$ cat src/rtl/vga_video_receiver.sv
// vga_video_receiver: captures active VGA pixels into framed packets
// ({R,G,B} beats with sop/eop). A show-ahead FIFO buffers the beats, and
// its last entry is kept for a terminating EOP when a frame is truncated.
module vga_video_receiver #(
  parameter int unsigned FIFO_DEPTH = 8,
  parameter logic        VS_POL     = 1'b0
) (
  input  logic        clk_clk,
  input  logic        reset_reset,
  input  logic        vid_vs,
  input  logic        vid_blank,
  input  logic [7:0]  vid_r,
  input  logic [7:0]  vid_g,
  input  logic [7:0]  vid_b,
  input  logic        enable,
  output logic [23:0] src_data,
  output logic        src_valid,
  input  logic        src_ready,
  output logic        src_sop,
  output logic        src_eop,
  output logic [11:0] frame_width,
  output logic [11:0] frame_height,
  output logic [15:0] frame_count,
  output logic        overflow
);

  localparam int unsigned AW = (FIFO_DEPTH > 1) ? $clog2(FIFO_DEPTH) : 1;
  localparam int unsigned CW = AW + 1;
  localparam int unsigned PW = 24;
  localparam int unsigned SW = 12;
  localparam int unsigned FW = 16;
  localparam logic [SW-1:0] SIZE_MAX = '1;
  localparam logic [CW-1:0] DEPTH_C  = CW'(FIFO_DEPTH);
  localparam logic [CW-1:0] RESV_C   = CW'(FIFO_DEPTH - 1);

  typedef struct packed {
    logic [PW-1:0] data;
    logic          sop;
    logic          eop;
  } beat_t;

  typedef enum logic [1:0] {S_IDLE, S_WAIT_FS, S_CAPTURE, S_DROP} state_t;

  state_t state_q, state_d;

  // registered video inputs and their one-cycle-delayed copies
  logic          vs_q, vs_d, vs_prev_q, vs_prev_d;
  logic          blank_q, blank_d, blank_prev_q, blank_prev_d;
  logic [PW-1:0] pix_q, pix_d;

  // one-entry hold register
  logic          hold_valid_q, hold_valid_d;
  logic [PW-1:0] hold_data_q, hold_data_d;
  logic          hold_sop_q, hold_sop_d;
  logic          first_q, first_d;

  // frame measurement
  logic [SW-1:0] w_q, w_d, h_q, h_d, h_next_c;
  logic [SW-1:0] fw_q, fw_d, fh_q, fh_d;
  logic [FW-1:0] fc_q, fc_d;
  logic          ovf_q, ovf_d;

  // output FIFO
  beat_t         mem_q [FIFO_DEPTH];
  beat_t         mem_d [FIFO_DEPTH];
  logic [AW-1:0] wr_q, wr_d, rd_q, rd_d;
  logic [CW-1:0] cnt_q, cnt_d;

  // control strobes from the FSM output process
  logic  fs_c, rise_c, pop_c, can_push_c, reserve_c;
  logic  push_c, load_hold_c, clear_hold_c, restart_c, done_c, ovf_set_c, count_en_c;
  beat_t push_beat_c;

  // event detection on the registered inputs
  assign fs_c       = (vs_q == VS_POL) && (vs_prev_q != VS_POL);
  assign rise_c     = blank_q && !blank_prev_q;
  assign src_valid  = (cnt_q != '0);
  assign pop_c      = src_valid && src_ready;
  assign can_push_c = (cnt_q != DEPTH_C) || pop_c;
  assign reserve_c  = (cnt_q >= RESV_C);

  // show-ahead head, forced to zero while empty
  assign src_data     = src_valid ? mem_q[rd_q].data : '0;
  assign src_sop      = src_valid ? mem_q[rd_q].sop  : 1'b0;
  assign src_eop      = src_valid ? mem_q[rd_q].eop  : 1'b0;
  assign frame_width  = fw_q;
  assign frame_height = fh_q;
  assign frame_count  = fc_q;
  assign overflow     = ovf_q;

  // FSM state register
  always_ff @(posedge clk_clk) begin
    if (reset_reset) state_q <= S_IDLE;
    else             state_q <= state_d;
  end

  // FSM next-state
  always_comb begin
    state_d = state_q;
    case (state_q)
      S_IDLE:    if (enable) state_d = S_WAIT_FS;
      S_WAIT_FS: if (fs_c) state_d = S_CAPTURE;
      S_CAPTURE: begin
        if (fs_c)                                      state_d = enable ? S_CAPTURE : S_IDLE;
        else if (blank_q && hold_valid_q && reserve_c) state_d = S_DROP;
      end
      S_DROP:    if (fs_c) state_d = enable ? S_CAPTURE : S_IDLE;
      default:   state_d = S_IDLE;
    endcase
  end

  // FSM outputs: push requests and datapath strobes
  always_comb begin
    push_c       = 1'b0;
    push_beat_c  = '0;
    load_hold_c  = 1'b0;
    clear_hold_c = 1'b0;
    restart_c    = 1'b0;
    done_c       = 1'b0;
    ovf_set_c    = 1'b0;
    count_en_c   = 1'b0;
    case (state_q)
      S_CAPTURE: begin
        if (fs_c) begin
          restart_c    = 1'b1;
          clear_hold_c = 1'b1;
          if (hold_valid_q) begin
            if (can_push_c) begin
              push_c      = 1'b1;
              push_beat_c = '{data: hold_data_q, sop: hold_sop_q, eop: 1'b1};
              done_c      = 1'b1;
            end else begin
              ovf_set_c = 1'b1;
            end
          end
        end else begin
          count_en_c = 1'b1;
          if (blank_q) begin
            if (!hold_valid_q) begin
              load_hold_c = 1'b1;
            end else if (!reserve_c) begin
              push_c      = 1'b1;
              push_beat_c = '{data: hold_data_q, sop: hold_sop_q, eop: 1'b0};
              load_hold_c = 1'b1;
            end else begin
              // truncate: close the packet in the reserved slot
              ovf_set_c    = 1'b1;
              clear_hold_c = 1'b1;
              if (can_push_c) begin
                push_c      = 1'b1;
                push_beat_c = '{data: hold_data_q, sop: hold_sop_q, eop: 1'b1};
              end
            end
          end
        end
      end
      S_WAIT_FS, S_DROP: begin
        if (fs_c) begin
          restart_c    = 1'b1;
          clear_hold_c = 1'b1;
        end
      end
      default: ;
    endcase
  end

  // datapath next-state: input regs, hold, measurement, FIFO
  always_comb begin
    vs_d         = vid_vs;
    vs_prev_d    = vs_q;
    blank_d      = vid_blank;
    blank_prev_d = blank_q;
    pix_d        = {vid_r, vid_g, vid_b};
    hold_valid_d = hold_valid_q;
    hold_data_d  = hold_data_q;
    hold_sop_d   = hold_sop_q;
    first_d      = first_q;
    w_d          = w_q;
    h_d          = h_q;
    h_next_c     = h_q;
    fw_d         = fw_q;
    fh_d         = fh_q;
    fc_d         = fc_q;
    ovf_d        = ovf_q;
    mem_d        = mem_q;
    wr_d         = wr_q;
    rd_d         = rd_q;
    cnt_d        = cnt_q + CW'(push_c) - CW'(pop_c);

    if (clear_hold_c) hold_valid_d = 1'b0;
    if (load_hold_c) begin
      hold_valid_d = 1'b1;
      hold_data_d  = pix_q;
      hold_sop_d   = first_q;
      first_d      = 1'b0;
    end

    // width counts only the first active line; height counts line starts
    if (count_en_c) begin
      if (rise_c && (h_q != SIZE_MAX)) h_next_c = h_q + SW'(1);
      h_d = h_next_c;
      if (blank_q && (h_next_c == SW'(1)) && (w_q != SIZE_MAX)) w_d = w_q + SW'(1);
    end
    if (done_c) begin
      fw_d = w_q;
      fh_d = h_q;
      fc_d = fc_q + FW'(1);
    end
    if (restart_c) begin
      first_d = 1'b1;
      w_d     = '0;
      h_d     = '0;
    end
    if (ovf_set_c) ovf_d = 1'b1;

    if (push_c) begin
      mem_d[wr_q] = push_beat_c;
      wr_d        = wr_q + AW'(1);
    end
    if (pop_c) rd_d = rd_q + AW'(1);
  end

  // datapath registers
  always_ff @(posedge clk_clk) begin
    if (reset_reset) begin
      vs_q         <= 1'b0;
      vs_prev_q    <= 1'b0;
      blank_q      <= 1'b0;
      blank_prev_q <= 1'b0;
      pix_q        <= '0;
      hold_valid_q <= 1'b0;
      hold_data_q  <= '0;
      hold_sop_q   <= 1'b0;
      first_q      <= 1'b0;
      w_q          <= '0;
      h_q          <= '0;
      fw_q         <= '0;
      fh_q         <= '0;
      fc_q         <= '0;
      ovf_q        <= 1'b0;
      wr_q         <= '0;
      rd_q         <= '0;
      cnt_q        <= '0;
      for (int unsigned i = 0; i < FIFO_DEPTH; i++) mem_q[i] <= '0;
    end else begin
      vs_q         <= vs_d;
      vs_prev_q    <= vs_prev_d;
      blank_q      <= blank_d;
      blank_prev_q <= blank_prev_d;
      pix_q        <= pix_d;
      hold_valid_q <= hold_valid_d;
      hold_data_q  <= hold_data_d;
      hold_sop_q   <= hold_sop_d;
      first_q      <= first_d;
      w_q          <= w_d;
      h_q          <= h_d;
      fw_q         <= fw_d;
      fh_q         <= fh_d;
      fc_q         <= fc_d;
      ovf_q        <= ovf_d;
      wr_q         <= wr_d;
      rd_q         <= rd_d;
      cnt_q        <= cnt_d;
      mem_q        <= mem_d;
    end
  end

endmodule

$ cat config.mk
export PLATFORM = sky130hd
export DESIGN_NAME = vga_video_receiver
export DESIGN_NICKNAME = d
export VERILOG_FILES = /design/src/rtl/vga_video_receiver.sv
export SDC_FILE = /design/constraint.sdc
export NUM_CORES = 1
export LEC_CHECK = 0
export ABC_AREA = 1
export CAP_MARGIN = 0
export CORE_ASPECT_RATIO = 0.9
export CORE_MARGIN = 8
export CORE_UTILIZATION = 61
export DETAILED_ROUTE_END_ITERATION = 7
export GPL_ROUTABILITY_DRIVEN = 0
export GPL_TIMING_DRIVEN = 0
export HOLD_SLACK_MARGIN = 0.05
export PLACE_DENSITY_LB_ADDON = 0.05
export SYNTH_ARGS = -nofsm -noshare
export SYNTH_HDL_FRONTEND = slang
export SYNTH_SLANG_ARGS = --single-unit
$ cat constraint.sdc
create_clock -name clk_clk -period 9 [get_ports clk_clk]
set_input_delay 1.8 -clock clk_clk [delete_from_list [all_inputs] [get_ports clk_clk]]
set_output_delay 1.8 -clock clk_clk [all_outputs]
set_load 0.05 [all_outputs]
# After elaboration in Yosys (flattened, before gate mapping)
# Index checks and enable logic that the tools add are counted.
# op_classes
mux,56
order_cmp,4
n_reduce_logical,20
eq_ne,11
bitwise,3
n_addsub,7
# op_table
cell,count
$mux 26,10
$bwmux 208,1
$bmux 26 s3,1
$demux 26 s3,1
$mux 1,32
$add 12x1->12 const B,2
$mux 12,2
$mux 24,1
$ne 12x12->1 const B,2
$add 16x1->16 const B,1
$eq 12x1->1 const B,1
$mux 2,6
$logic_and 1x1->1,9
$ge 4x4->1 const B,2
$not 3->4,2
$pmux 2 s4,1
$add 3x1->3 const B,2
$ne 2x2->1 const B,3
$add 4x1->4,1
$eq 2x2->1 const B,2
$ge 4x3->1 const B,1
$lt 4x1->1 const B,1
$ne 4x4->1 const B,1
$reduce_and 4->1,1
other kinds (13),15
# word_totals
regBits,340
output_inout_bits,68
inputBits,30

# Longest topological paths before layout
# Gate-level depths: netlist of run 1.
# depth
depth_word,11
depth_mapped,18
mapped_depth_nobuf,17

# Worst setup path before layout of run 1
# OpenSTA, ideal clock, no wires.
# synth_path
path_type,reg2out
startpoint,register cnt_q[2]
endpoint,output src_data[14]
required_ps,7200
n_path_buf,1
path_stages_with_launch,7
setup_slack_ps,4893
t_arrival_ps,2307
path_cell_list,dfxtp_1 -> inv_1 -> ha_1 -> nand3_2 -> clkbuf_1 -> nand2_1 -> a31oi_1
# synth_via
elab_chain_cells,2
# synth_lines
item,line_no,source
"start, declared",67,"logic [CW-1:0] cnt_q, cnt_d;"
"start signal, assigned",263,cnt_q <= cnt_d;
$reduce_bool 4->1,77,assign src_valid = (cnt_q != '0);
via src_valid,17,"output logic src_valid,"
$mux 24,83,assign src_data = src_valid ? mem_q[rd_q].data : '0;
"end, declared",16,"output logic [23:0] src_data,"
# The timed path passes the listed nets, and every way through them passes these cells.

# Worst setup path in the final report of run 1
# layout_path
startpoint,register rd_q[0]
endpoint,output src_data[19]
# layout_via
elab_chain_cells,5
# layout_lines
item,line_no,source
"start, declared",66,"logic [AW-1:0] wr_q, wr_d, rd_q, rd_d;"
"start signal, assigned",262,rd_q <= rd_d;
$not 3->4 (not written as such),83,
$bmux 26 s3,83,
$mux 26 (2 in a row),n/a,
$mux 24,83,
# Every way passes these cells. The select of a mux whose other input is x is not followed.

==> flow_summary.yaml, run 1 <==
outcome:
  status: "complete, no violations"
synthesis:
  synth.most_common_cell: "a21oi_1"
  syn_nets: 2054
  synth-main-ff-cell: "dfxtp_1"
  synth_edf_count: 0
  yosysTopAreaCell: "dfxtp_1"
  synth_cell_types: 32
  synth_common_cells: "370 x a21oi_1, 340 x dfxtp_1, 328 x inv_1, 298 x o21ai_0, 153 x nand2_1"
  async_reset_ff_frac: 0
  synthCells: 2011
  netlist_top_cells_area: "dfxtp_1 47%, a21oi_1 13%, o21ai_0 10%"
  netlist_area_mm2: 0.01448
  synth_top_area_frac: 0.4700
  yosysSeqAreaShare: 0.4700
  avgSynthCellArea_um2: 7.201
  ys_ff_latch: 340
  yosysWarnings: 0
sta:
  fin_skew_ns: 0.01724
  maxSlewViolCount: 0
  grt_setup_unrepaired: "no"
  worstMarginPinSlew_ns: 0.7479
  fin_crit_ns: 5.533
  hold_viol: 0
  timing.hold.ws_ns: 0.4399
  setup_viol: 0
  fmax_mhz: 180.7
  fin_crit_sh: 0.6148
  tns_ns: 0
  slew-limit-headroom: 0.4980
detailed_routing:
  top_layer: "met4"
  drt-total-wl_mm: 41.62
  wire_per_inst_um: 16.83
  met2_length_mm: 18.51
  dr.first_iter.drc_count: 1481
  drc: 0
  drtAntennaViolNets: 0
  dr_wl_met3_mm: 3.917
  first_pass_iters: 5
  dr_total_vias: 13887
  wl_met1_mm: 18.43
  vias_per_cell: 5.615
clock_network:
  cts_tree: "yes"
  htree_num_levels: 2
  postCtsResizedCells: 0
  cts_setup_buffers: 0
  clockBufferDepth: 3
  clk_pin_slew_ns: 0.06
  cts-root-buf: "clkbuf_16"
  numClockSinks: 340
  hold_buffers: 0
  clk_latency_ns: 0.52
  numCtsBuffers: 35
grt:
  antenna_found_initial: 0
  grt_max_degree: 15
  grt_util_all_layers: 0.2813
  grt_pass1_vias: 12976
  grt_pass1_wl_mm: 65.84
  grt-ovfl-total: 0
worst_setup_path:
  endpoint_kind: "output pin"
  arrival_ns: 3.73
  cp_num_buf_inv: 4
  cpPeakStageDelay_ns: 0.89
  r2r_setup_slack_ns: 5.48
  crit-reg2reg-launch: "cnt_q[2]$_SDFF_PP0_"
  crit_required_ns: 7.20
  rr_worst_depth: 17
  crit_family: "buffers and inverters"
  critPathMostFrequentCell: "clkbuf_1"
  worst_r2r_endpoint: "cnt_q[2]$_SDFF_PP0_"
  slowest_stage: "clkdlybuf4s50_1"
  critPathKind: "flip-flop to output pin"
  cp_cell_sequence: "clkinv_1 > clkbuf_1 > clkbuf_1 > o21ai_0 > nand3_1 > nand2_1 > a31oi_1 > clkdlybuf4s50_1"
  worstPathMaxFanout: 10
  cp-start-kind: "flip-flop"
placed_design:
  io_buffers: 97
  place_hpwl_mm: 30.84
worst_hold_path:
  whs_endpoint: "mem_q[102]$_SDFFE_PP0P_"
  worstHoldStart: "mem_q[102]$_SDFFE_PP0P_"
  hold_path.class: "flip-flop to flip-flop"
  hold_depth: 2
power_and_ir_drop:
  seqPwrFrac: 0.383
  power_frac_clock: 0.350
  p_total_mw: 4.175
  leakage_nw: 6.261
  p_per_area_mw_per_mm2: 245.7
  vdd_ir_drop_max_mv: 0.2241
  p_comb_frac: 0.267
  p_int_mw: 2.738
  switchingPower_mw: 1.438
  sw_frac_of_total: 0.3443
layout:
  layout.nets: 2188
  syn2layout_area_growth_pct: 17.34
  n_antenna_cell: 0
  drive_gt1_frac: 0.03501
flow_run:
  maxCapViolCount: 0
floorplan:
  design.core.area_mm2: 0.02334
  initial_core_util: 0.6204
  fp.dieW_um: 178.4
  rows: 53
  io_pins: 98
  die_area_mm2: 0.02893
  fp.dieH_um: 162.2
[how the worst max path moves through the flow]
| stage | slack, ns | cells after the start | startpoint | end |
|---|---|---|---|---|
| global placement | 4.11 | 8 | rd_q[0]$_SDFFE_PP0P_ | src_data[20] |
| finish | 3.47 | 8 | rd_q[0]$_SDFFE_PP0P_ | src_data[19] |
| CTS | 3.54 | 8 | rd_q[0]$_SDFFE_PP0P_ | src_data[20] |
| global route | 3.36 | 8 | rd_q[0]$_SDFFE_PP0P_ | src_data[19] |
| detailed placement | 4.11 | 15 | src_ready | cnt_q[2]$_SDFF_PP0_ |
| floorplan | 4.89 | 6 | cnt_q[2]$_SDFF_PP0_ | src_data[14] |
[registers in the layout, indices dropped and copies added, names as in the netlist, 2 cells and up]
register	flops
w_q	12
h_q	12
frame_width	12
hold_data_q	24
mem_q	208
cnt_q	4
pix_q	24
wr_q	3
frame_count	16
frame_height	12
state_q	2
rd_q	3
[layout by cell type (no fill, tap or decap), drive strengths merged]
master         Yosys  final
nor4               3      3
a211oi             1      1
a31oi             27     27
buf               19     19
nand4             28     28
clkinv             3      8
dfxtp            340    340
nor3b              3      3
nand3             62     62
o21ai            385    385
o221ai             1      1
a21o               1      1
o21a               2      2
nand2            154    154
a21oi            371    371
clkdlybuf4s50      0     97
o21bai             1      1
inv              332    335
nor3              11     11
clkbuf           113    164
fa                 1      1
o211ai             5      5
xnor2              1      1
ha                12     12
bufinv             0      2
nor2             135    135
clkinvlp           0      2
[kinds of logic after synthesis]
family,after synthesis,share of synthesized area
XOR/XNOR,1,0.0006049
flip-flops,340,0.4700
AND/OR/NAND/NOR,396,0.1161
buffers and inverters,467,0.1220
AO/OA/AOI/OAI,794,0.2795
adder cells (fa/ha/maj),13,0.01175
[layout make-up]
cell class | count | area (µm²)
inverters | 335 | 1257
clock buffers | 51 | 1036
flip-flops and latches | 340 | 6807
well taps | 302 | 377.9
multi-input cells | 1204 | 5908
plain buffers | 132 | 509.2
fillers | 1915 | 6350
repair buffers | 97 | 970.9
clock inverters | 12 | 126.4
[tightest hold or removal path: cells and delay by family (launching register included)]
kind            cells  cell delay (ns)
compound gates      1             0.05
flops               1             0.30
buf+inv             1             0.04
[metrics by stage]
| step | std cells | area, µm² | util | setup slack [ns] |
|---|---|---|---|---|
| after floorplan | 2011 | 14480 | - | 4.893 |
| after global placement | 2410 | 15830 | 0.6782 | 4.114 |
| after detailed placement | 2410 | 15830 | 0.6782 | 4.114 |
| after CTS | 2473 | 16990 | 0.7280 | 3.539 |
| after global routing | 2473 | 16990 | 0.7280 | 3.358 |
| final | 2473 | 16990 | 0.7280 | 3.467 |
[routing by layer]
layer  GRT usage  up-vias
met5           0        -
li1            -     6896
met3     0.05361       73
met1      0.3860     6344
met2      0.4465      574
met4     0.07435        0
[power groups by stage]
stage / registers [mW] / logic [mW] / clock network, mW
floorplan: 1.61 / 0.733 / 0
global placement: 1.63 / 1.07 / 0
detailed placement: 1.63 / 1.08 / 0
CTS: 1.60 / 1.09 / 1.46
global route: 1.60 / 1.19 / 1.53
finish: 1.60 / 1.12 / 1.46
No activity file was read; power rests on OpenSTA's default activity.
==> run 2, diff against run 1 <==
- CORE_UTILIZATION: 61 -> 53
- clock period: 9 -> 4.51 ns (I/O delays scaled with it)
==> run 2 against run 1 <==
Setup slack worse by 3.4 ns. Cell area is 1.3% higher. Sequential share of layout area is 0.51 points lower. Sequential cell count stayed put. Worst hold slack worse by 0.0014 ns. Combinational power is 97% higher.
==> flow_summary.yaml, run 2 (synthesis gave the netlist of run 1 again) <==
worst_hold_path:
  worstHoldStart: "mem_q[82]$_SDFFE_PP0P_"
  hold_path.class: "flip-flop to flip-flop"
clock_network:
  numCtsBuffers: 37
  htree_num_levels: 2
  clk_latency_ns: 0.52
  clk_pin_slew_ns: 0.06
  clockBufferDepth: 3
  cts-root-buf: "clkbuf_16"
  cts_tree: "yes"
  hold_buffers: 0
  numClockSinks: 340
layout:
  layout.nets: 2190
  top_register: "mem_q"
  n_antenna_cell: 0
  layout.cells.most_common_list: "370 x a21oi_1, 340 x dfxtp_1, 328 x inv_1"
  drive_gt1_frac: 0.03632
  largest_register_ff_count: 208
  final-instance-count-excl-fill: 2529
  largestRegisters: "mem_q: 208 flops, hold_data_q: 24 flops, pix_q: 24 flops"
  syn2layout_area_growth_pct: 18.84
  design_area_mm2: 0.01721
  final_common_cell: "a21oi_1"
  post-route-util: 0.6384
  fill_cells: 2504
placed_design:
  io_buffers: 97
  place_area_mm2: 0.01590
  place_hpwl_mm: 31.57
  place_ws_ns: 0.5234
  placedCellCount: 2462
worst_setup_path:
  slowest_stage: "clkdlybuf4s50_1"
  worstPathMaxFanout: 10
  cp-start-kind: "flip-flop"
  crit_start: "rd_q[1]$_SDFFE_PP0P_"
  cp_cell_sequence: "clkbuf_1 > inv_2 > clkbuf_1 > a21oi_1 > o21ai_0 > nand3_1 > nand2_1 > a31oi_1 > clkdlybuf4s50_1"
  crit_family: "buffers and inverters"
  critPathKind: "flip-flop to output pin"
  cp_num_buf_inv: 4
  arrival_ns: 3.56
  crit_required_ns: 3.61
  cpPeakStageDelay_ns: 0.88
  critPathMostFrequentCell: "clkbuf_1"
  crit-reg2reg-launch: "cnt_q[2]$_SDFF_PP0_"
  endpoint_kind: "output pin"
outcome:
  status: "complete, no violations"
detailed_routing:
  drtAntennaViolNets: 0
  drc: 0
  wire_per_inst_um: 16.61
  first_pass_iters: 5
  dr_total_vias: 13536
  vias_per_cell: 5.352
  dr.first_iter.drc_count: 1362
  drt-total-wl_mm: 42.01
floorplan:
  fp.dieW_um: 190.2
  fp.dieH_um: 172.8
  die_area_mm2: 0.03288
  rows: 57
  io_pins: 98
  initial_core_util: 0.5372
  design.core.area_mm2: 0.02696
power_and_ir_drop:
  p_per_area_mw_per_mm2: 502.7
  sw_frac_of_total: 0.3353
  vdd_ir_drop_max_mv: 0.3152
  p_comb_frac: 0.255
  seqPwrFrac: 0.369
  p_total_mw: 8.652
  leakage_nw: 6.390
  power_frac_clock: 0.376
  switchingPower_mw: 2.901
  p_int_mw: 5.751
sta:
  grt_setup_unrepaired: "no"
  fin_ws_ns: 0.04977
  maxSlewViolCount: 0
  fin_skew_ns: 0.01492
  fmax_mhz: 224.2
  worstMarginPinSlew_ns: 0.7251
  fin_crit_sh: 0.9890
  setup_viol: 0
  tns_ns: 0
  timing.hold.ws_ns: 0.4386
  fin_crit_ns: 4.460
  slew-limit-headroom: 0.5134
  hold_viol: 0
grt:
  grt-ovfl-total: 0
  antenna_found_initial: 0
  grt_pass1_vias: 12445
  grt_util_all_layers: 0.2486
  grt_pass1_wl_mm: 66.83
  grt_max_degree: 14
flow_run:
  maxCapViolCount: 0
[run 2: worst min-delay path: stages (launching register included)]
cell and delay [ns]:
dfxtp_1 0.30, inv_1 0.04, a21oi_1 0.04
[run 2: power by group through the flow]
stage	sequential (mW)	combinational, mW	clock, mW
global placement	3.25	2.16	0
detailed placement	3.25	2.19	0
CTS	3.19	2.18	3.28
floorplan	3.21	1.46	0
global route	3.20	2.38	3.42
finish	3.19	2.21	3.25
[run 2: final cells by class]
cell class | count | area, µm² | area share
inverter | 335 | 1257 | 0.07306
clock inverter | 11 | 183.9 | 0.01069
buffer | 132 | 510.5 | 0.02966
multi-input combinational | 1204 | 5908 | 0.3433
clock buffer | 56 | 1130 | 0.06565
sequential | 340 | 6807 | 0.3955
timing repair buffer | 97 | 970.9 | 0.05642
tap | 354 | 442.9 | 0.02574
[run 2: final timing paths]
path	end	slack (ns)	depth (start not counted)
min	mem_q[82]$_SDFFE_PP0P_	0.44	2
max reg2reg	cnt_q[2]$_SDFF_PP0_	1.06	17
min reg2reg	mem_q[82]$_SDFFE_PP0P_	0.44	2
max	src_data[1]	0.05	9
[run 2: timing repair]
item / 4_1_cts / 5_1_grt
resized for setup: 4 / 4
pin swaps: 0 / 0
setup endpoints to repair: 4 / 4
buffers inserted: 0 / 0
[run 2: metal layers]
layer	track usage	vias to the layer above	routed length, µm
met1	0.3686	6059	20130
li1	-	6915	-
met2	0.3645	489	17500
met3	0.04163	73	3383
met5	0	-	0
met4	0.06944	0	993
